==> src/rtl/ram_program_loader.sv <==
// Instruction RAM loader: parses a big-endian framed program from a byte stream
// (16-bit word count, 32-bit words, XOR checksum byte) into sequential RAM writes.
// Latency: one RAM write cycle after each 4th data byte; >= 5 cycles per word.
// Backpressure: in_ready depends on state only; it drops during WRITE and outside a load.
// Ports:
//   clk, rst              clock, async active-high reset
//   start, abort          control pulses (begin load / terminate active load)
//   in_valid/in_data      host byte stream, accepted when in_valid && in_ready
//   ram_we/addr/wdata     RAM write port, one strobe per assembled word
//   cpu_hold              keeps PC/fetch in reset until a load succeeds
//   done, error           load result flags, held until the next start
//   words_written         words written in the current or last load
module ram_program_loader #(
   parameter int ADDR_WIDTH = 16,
   parameter int DEPTH      = 65536,
   parameter int START_ADDR = 0
) (
   input  logic                  clk,
   input  logic                  rst,
   input  logic                  start,
   input  logic                  abort,
   input  logic                  in_valid,
   input  logic [7:0]            in_data,
   output logic                  in_ready,
   output logic                  ram_we,
   output logic [ADDR_WIDTH-1:0] ram_addr,
   output logic [31:0]           ram_wdata,
   output logic                  cpu_hold,
   output logic                  done,
   output logic                  error,
   output logic [15:0]           words_written
);

   typedef enum logic [2:0] {
      S_IDLE, S_LEN_HI, S_LEN_LO, S_DATA, S_WRITE, S_CHECK, S_DONE, S_ERROR
   } state_t;

   // Length bound evaluated at 17 bits so a full 65536-word RAM is representable.
   localparam logic [16:0]           MAX_LEN  = 17'(DEPTH - START_ADDR);
   localparam logic [ADDR_WIDTH-1:0] START    = ADDR_WIDTH'(START_ADDR);
   localparam logic [ADDR_WIDTH-1:0] ADDR_ONE = ADDR_WIDTH'(1);

   state_t                state;
   logic [15:0]           len;
   logic [1:0]            byte_idx;
   logic [7:0]            csum;
   logic [23:0]           shreg;     // first three bytes of the word; the 4th is appended at write time
   logic [ADDR_WIDTH-1:0] addr;

   logic        xfer;
   logic [15:0] len_next;

   assign in_ready = (state == S_LEN_HI) || (state == S_LEN_LO) ||
                     (state == S_DATA)   || (state == S_CHECK);
   assign xfer     = in_valid && in_ready;
   assign len_next = {len[15:8], in_data};

   always_ff @(posedge clk or posedge rst) begin
      if (rst) begin
         state         <= S_IDLE;
         len           <= '0;
         byte_idx      <= '0;
         csum          <= '0;
         shreg         <= '0;
         addr          <= '0;
         ram_we        <= 1'b0;
         ram_addr      <= '0;
         ram_wdata     <= '0;
         cpu_hold      <= 1'b0;
         done          <= 1'b0;
         error         <= 1'b0;
         words_written <= '0;
      end else begin
         ram_we <= 1'b0;
         case (state)
            S_IDLE, S_DONE, S_ERROR: begin
               if (start) begin
                  state         <= S_LEN_HI;
                  done          <= 1'b0;
                  error         <= 1'b0;
                  words_written <= '0;
                  csum          <= '0;
                  cpu_hold      <= 1'b1;
               end
            end
            S_LEN_HI: begin
               if (abort) begin
                  state <= S_ERROR;
                  error <= 1'b1;
               end else if (xfer) begin
                  len[15:8] <= in_data;
                  state     <= S_LEN_LO;
               end
            end
            S_LEN_LO: begin
               if (abort) begin
                  state <= S_ERROR;
                  error <= 1'b1;
               end else if (xfer) begin
                  len[7:0] <= in_data;
                  if ({1'b0, len_next} > MAX_LEN) begin
                     state <= S_ERROR;
                     error <= 1'b1;
                  end else if (len_next == 16'd0) begin
                     state <= S_CHECK;
                  end else begin
                     state    <= S_DATA;
                     byte_idx <= '0;
                     addr     <= START;
                  end
               end
            end
            S_DATA: begin
               if (abort) begin
                  state <= S_ERROR;
                  error <= 1'b1;
               end else if (xfer) begin
                  shreg    <= {shreg[15:0], in_data};
                  csum     <= csum ^ in_data;
                  byte_idx <= byte_idx + 2'd1;
                  if (byte_idx == 2'd3) begin
                     ram_we    <= 1'b1;
                     ram_addr  <= addr;
                     ram_wdata <= {shreg, in_data};
                     state     <= S_WRITE;
                  end
               end
            end
            S_WRITE: begin
               // The strobe is already on the bus this cycle, so the word is
               // committed and counted even when abort arrives now.
               addr          <= addr + ADDR_ONE;
               words_written <= words_written + 16'd1;
               byte_idx      <= '0;
               if (abort) begin
                  state <= S_ERROR;
                  error <= 1'b1;
               end else if (words_written + 16'd1 == len) begin
                  state <= S_CHECK;
               end else begin
                  state <= S_DATA;
               end
            end
            S_CHECK: begin
               if (abort) begin
                  state <= S_ERROR;
                  error <= 1'b1;
               end else if (xfer) begin
                  if (in_data == csum) begin
                     state    <= S_DONE;
                     done     <= 1'b1;
                     cpu_hold <= 1'b0;
                  end else begin
                     state <= S_ERROR;
                     error <= 1'b1;
                  end
               end
            end
            default: state <= S_IDLE;
         endcase
      end
   end

endmodule

==> config.mk <==
export PLATFORM = sky130hd
export DESIGN_NAME = ram_program_loader
export DESIGN_NICKNAME = d
export VERILOG_FILES = /design/src/rtl/ram_program_loader.sv
export SDC_FILE = /design/constraint.sdc
export NUM_CORES = 1
export LEC_CHECK = 0
export CAP_MARGIN = 20
export CELL_PAD_IN_SITES_DETAIL_PLACEMENT = 0
export CELL_PAD_IN_SITES_GLOBAL_PLACEMENT = 1
export CORE_MARGIN = 2
export CORE_UTILIZATION = 40
export DETAILED_ROUTE_END_ITERATION = 10
export HOLD_SLACK_MARGIN = 0.12
export PLACE_DENSITY_LB_ADDON = 0.1
export SYNTH_ARGS = -nofsm -noshare
export SYNTH_HDL_FRONTEND = slang
export SYNTH_SLANG_ARGS = --single-unit
export TNS_END_PERCENT = 30
==> constraint.sdc <==
create_clock -name clk -period 6.1 [get_ports clk]
set_input_delay 1.525 -clock clk [delete_from_list [all_inputs] [get_ports clk]]
set_output_delay 1.525 -clock clk [all_outputs]
set_load 0.005 [all_outputs]
; Word-level counts from Yosys, hierarchy flattened
; Index checks and enable logic that the tools add are counted.
[word_totals]
register_bits = 137
input_bits = 13
wordCells = 128
[classes]
addsub = 3
magnitude_cmp = 1
n_eq_ne = 28
n_mux = 56
n_bitwise = 2
reduce_logical = 24
[ops]
columns = op, count
row1 = $mux W16, 5
row2 = $pmux W16 S2, 2
row3 = $mux W3, 14
row4 = $add A16 B1 Y16 const B, 2
row5 = $mux W8, 3
row6 = $mux W1, 20
row7 = $ne A2 B2 Y1 const B, 9
row8 = $pmux W3 S6, 1
row9 = $gt A16 B17 Y1 const B, 1
row10 = $eq A16 B16 Y1, 1
row11 = $logic_not A16 Y1, 1
row12 = $pmux W8 S2, 1
row13 = $ne A3 B3 Y1 const B, 5
row14 = $eq A3 B3 Y1 const B, 4
row15 = $mux W2, 6
row16 = $reduce_and A6 Y1, 2
row17 = $reduce_and A5 Y1, 2
row18 = $reduce_and A3 Y1, 3
row19 = $eq A8 B8 Y1, 1
row20 = $reduce_and A4 Y1, 2
row21 = $reduce_bool A2 Y1, 4
row22 = $xor A8 B8 Y8, 1
row23 = $reduce_and A7 Y1, 1
row24 = $eq A3 B2 Y1 const B, 2
row25 = 15 further kinds, 21

; Logic depth before layout (Yosys ltp)
[logic_depth]
ltp_word = 8
mapped_depth = 9
ltp_nobuf = 8

; Worst setup path before layout
; No wires, ideal clock.
[synth_timing]
path_kind = input to register
start = input in_valid
end = register ram_wdata[26]
setup_time_ns = 0.127
arrival_time_ns = 2.841
path_slack_ns = 3.132
stages = 6
path_buffers = 2
cell_sequence = clkbuf_1 > nand2_1 > nor2_1 > nand2_1 > clkbuf_1 > mux2_1
[synth_via]
elab_chain_cells = 2
[synth_lines]
columns = item, line
row1 = "start, declared", 22  ; input logic in_valid,
row2 = $logic_and A1 B1 Y1, 55  ; assign xfer = in_valid && in_ready;
row3 = $reduce_and A4 Y1 (no line), -
row4 = "end signal, assigned", 124  ; ram_wdata <= {shreg, in_data};
row5 = "end, declared", 27  ; output logic [31:0] ram_wdata,
; Every way passes these cells.
; A chain may end at the register's enable or synchronous reset.

; Worst setup path after layout
[layout_timing]
start = input abort
end = register ram_wdata[26]
[layout_via]
elab_chain_cells = 2
[layout_lines]
columns = item, line
row1 = "start, declared", 21  ; input logic abort,
row2 = $not A1 Y1 (no line), -
row3 = $reduce_and A4 Y1 (no line), -
; Every way passes these cells.

==> summary.md <==
| Metric | Value |
|---|---|
| Relative slew slack | 31.73% |
| Routed vias/inst | 5.191 |
| DR pass1 iterations | 4 |
| Synth Register Bits | 137 |
| Critical path launch point | abort |
| Seq/Total Area, Yosys | 53.56% |
| Share of cells above drive strength 1 | 15.06% |
| WL per Instance | 16.12 µm |
| Post-DP Area | 7391 µm² |
| Clock latency on the worst-skew pair | 0.42 ns |
| Hold_sp | shreg[22] |
| Diodes inserted | 0 |
| Remaining antenna violation count | 0 |
| DRC | 0 |
| Critical path endpoint | ram_wdata[26] |
| Async set-or-reset flop fraction in the synthesized netlist | 100.0% |
| Pwr dens | 429.9 nW/µm² |
| Syn_area_per_cell | 10.43 µm² |
| Most common cell after layout, fill and taps aside | dfrtp_1 |
| Post-Syn Nets | 630 |
| Max Slew Vio Count | 0 |
| TritonCTS clock tree | built |
| Sw frac | 31.96% |
| Setup slack after layout | 2.050 ns |
| Mux cell area share after synthesis | 11.04% |
| DP HPWL | 10.10 mm |
| Initial antenna violation count | 0 |
| Mapped cell area | 6401 µm² |
| Post_cts resized | 0 |
| Reg2reg start | state[2] |
| Adder-Cell Fraction of Synth Area | 0.5864% |
| Clk slew on worst S/H paths | 0.06 ns |
| Hold Vio Cnt, Final | 0 |
| Sequential share of power | 43.8% |
| Synth area leader | dfrtp_1 |
| Synth Area in Simple Gates | 15.48% |
| Reg2Reg Capture Point | ram_wdata[26] |
| Switching power total | 1.100 mW |
| Status | finished, final reports clean |
| Fin Setup TNS | 0 ns |
| Clock buffer depth | 2 |
| CP required | 6.39 ns |
| Reg2Reg Setup Slack | 3.23 ns |
| CTS Root Cell | clkbuf_16 |
| Minimum clock period | 4.050 ns |
| Max_cap viols | 0 |
| Vias in the first global route | 4709 |
| Hold Path Stages | 2 |
| Combinational power share | 26.6% |
| Nets@finish | 707 |
| Initial DRC count | 371 |
| Clk pwr share | 29.6% |
| Max rail drop VDD | 0.2085 mV |
| Synth Area in XOR/XNOR | 5.610% |
| Area contributors post-synth | dfrtp_1 (54%), mux2_2 (10%), nand2_1 (6.4%), o21ai_0 (4.1%), xor2_1 (3.1%) |
| Worst EP arrival | 4.34 ns |
| Worst Max-Slew Pin Slew | 1.020 ns |
| Die area | 17030 µm² |
| Final setup violation count | 0 |
| PortBufs | 81 |
| Fmax | 246.9 MHz |
| Internal | 2.341 mW |
| EDFF count, synth | 0 |
| Yosys top cell area share | 53.56% |
| Dpl ws | 1.599 ns |
| Total track usage | 18.55% |
| Hold Crit Class | flip-flop to flip-flop |
| CTS Buf Count | 17 |
| Top-Level Pins | 82 |
| Main combinational cell family by area after synthesis | simple AND/OR/NAND/NOR gates |
| Die Wd | 130.5 µm |
| Ys flop type | dfrtp_1 |
| Final instance area | 8004 µm² |
| CP Capture Type | flip-flop |
| Fin crit share | 66.40% |
| Post-CTS Setup Bufs | 0 |
| CORE AREA | 15770 µm² |
| LEAKAGE | 3.617 nW |
| Finished Core Util | 50.75% |
| RSZ-0062 raised after global routing | false |
| Dpl cells | 887 |
| Synth Area in Compound Gates | 10.44% |
| CTS sink count | 137 |
| Finished Layout Cells | 920 |
| DRT Wirelength | 14.83 mm |
| CP startpoint kind | input pin |
| Largest net degree at the start of global routing | 114 |
| Critical path type | input pin to flip-flop |
| Commonest cells after routing, fill and taps aside | dfrtp_1 (137), nand2_1 (108), clkdlybuf4s50_1 (81) |
| Initial Utilization | 40.59% |
| Row count | 46 |
| Hold buffer count at cts | 0 |
| Overflow after GRT | 0 |
| GP Congestion | 0.8096 |
| Ys Warns | 0 |
| First-pass GRT wire length | 24.56 mm |
| Via Count | 4776 |
| Synth Instances | 614 |
| CP max FO | 41 |
| Area delta synth->final | 25.04% |
| Fin Clk Skew | 0.007645 ns |
| Die Ht | 130.5 µm |
| Htree depth | 4 |
| Number of distinct library cells after synthesis | 52 |
| Reg2Reg Depth | 6 |
==> sequential cells by signal (all words and copies together), names as in the netlist <==
register       flops
ram_we             1
byte_idx           2
shreg             24
addr              16
ram_addr          16
cpu_hold           1
words_written     16
ram_wdata         32
error              1
csum               8
done               1
len               16
state              3
==> cell families after synthesis <==
logic type / count (synthesis)
compound gates: 112
xor+xnor: 41
fa+ha+maj: 3
buf+inv: 47
flops: 137
mux: 63
simple gates: 211
==> routing by layer <==
| layer | share of wire, % | vias up | routed length [µm] | track usage (%) |
|---|---|---|---|---|
| met5 | 0 | - | 0 | 0 |
| met4 | 1.1 | 0 | 163 | 5.882 |
| met3 | 4.0 | 10 | 599 | 4.235 |
| met2 | 47 | 108 | 6958 | 28.37 |
| met1 | 48 | 2361 | 7109 | 26.38 |
| li1 | - | 2297 | - | - |
==> power by group through the flow <==
stage          clock network (mW)  logic [mW]  registers, mW
4_1_cts                      1.05       0.927           1.51
2_1_floorplan                   0       0.602           1.42
6_report                     1.02       0.914           1.51
5_1_grt                      1.09        1.02           1.56
3_5_place_dp                    0       0.922           1.52
3_3_place_gp                    0       0.899           1.51
==> worst max-delay path, cell delays in order <==
cell and delay, ns:
clkdlybuf4s50_1 0.54, and2b_1 0.34, nand2_1 0.13, nor2_2 0.11
buf_4 0.28, nand2_2 0.63, buf_4 0.43, mux2_1 0.33
==> how the worst min path moves through the flow <==
stage                     slack, ns     endpoint
after floorplan                0.44    shreg[18]
final                          0.47    shreg[22]
after CTS                      0.48    shreg[22]
after global placement         0.46    shreg[22]
after global routing           0.51  byte_idx[0]
after detailed placement       0.47    shreg[22]
==> layout make-up <==
cell class	count	area, µm²
Clock buffer	19	442.9
Clock inverter	13	142.6
Tap cell	216	270.3
Inverter	17	68.82
Multi-Input combinational cell	430	2768
Timing Repair Buffer	88	883.3
Fill cell	1449	7766
Sequential cell	137	3428
==> through the flow <==
step                total power, mW  hold slack (ns)
CTS                           3.484           0.4796
global route                  3.672           0.5062
floorplan                     2.019           0.4386
detailed placement            2.444           0.4654
finish                        3.441           0.4725
global placement              2.410           0.4587
==> Yosys cell counts (3+ instances only) <==
| library cell | n |
|---|---|
| dfrtp_1 | 137 |
| nand2_1 | 109 |
| mux2_2 | 59 |
| o21ai_0 | 53 |
| nor2_1 | 36 |
| xor2_1 | 23 |
| a21oi_1 | 19 |
| xnor2_1 | 18 |
| clkbuf_1 | 17 |
| inv_1 | 17 |
| nand3_1 | 17 |
| nand4_1 | 12 |
| buf_2 | 9 |
| o31ai_1 | 9 |
| nor4_1 | 6 |
| o22ai_1 | 6 |
| nor3_1 | 5 |
| or3_1 | 5 |
| and3_1 | 4 |
| a31oi_1 | 3 |
| and2_1 | 3 |
| and4_1 | 3 |
| buf_6 | 3 |
| ha_1 | 3 |
| o41ai_1 | 3 |
No activity file was read; power rests on OpenSTA's default activity.
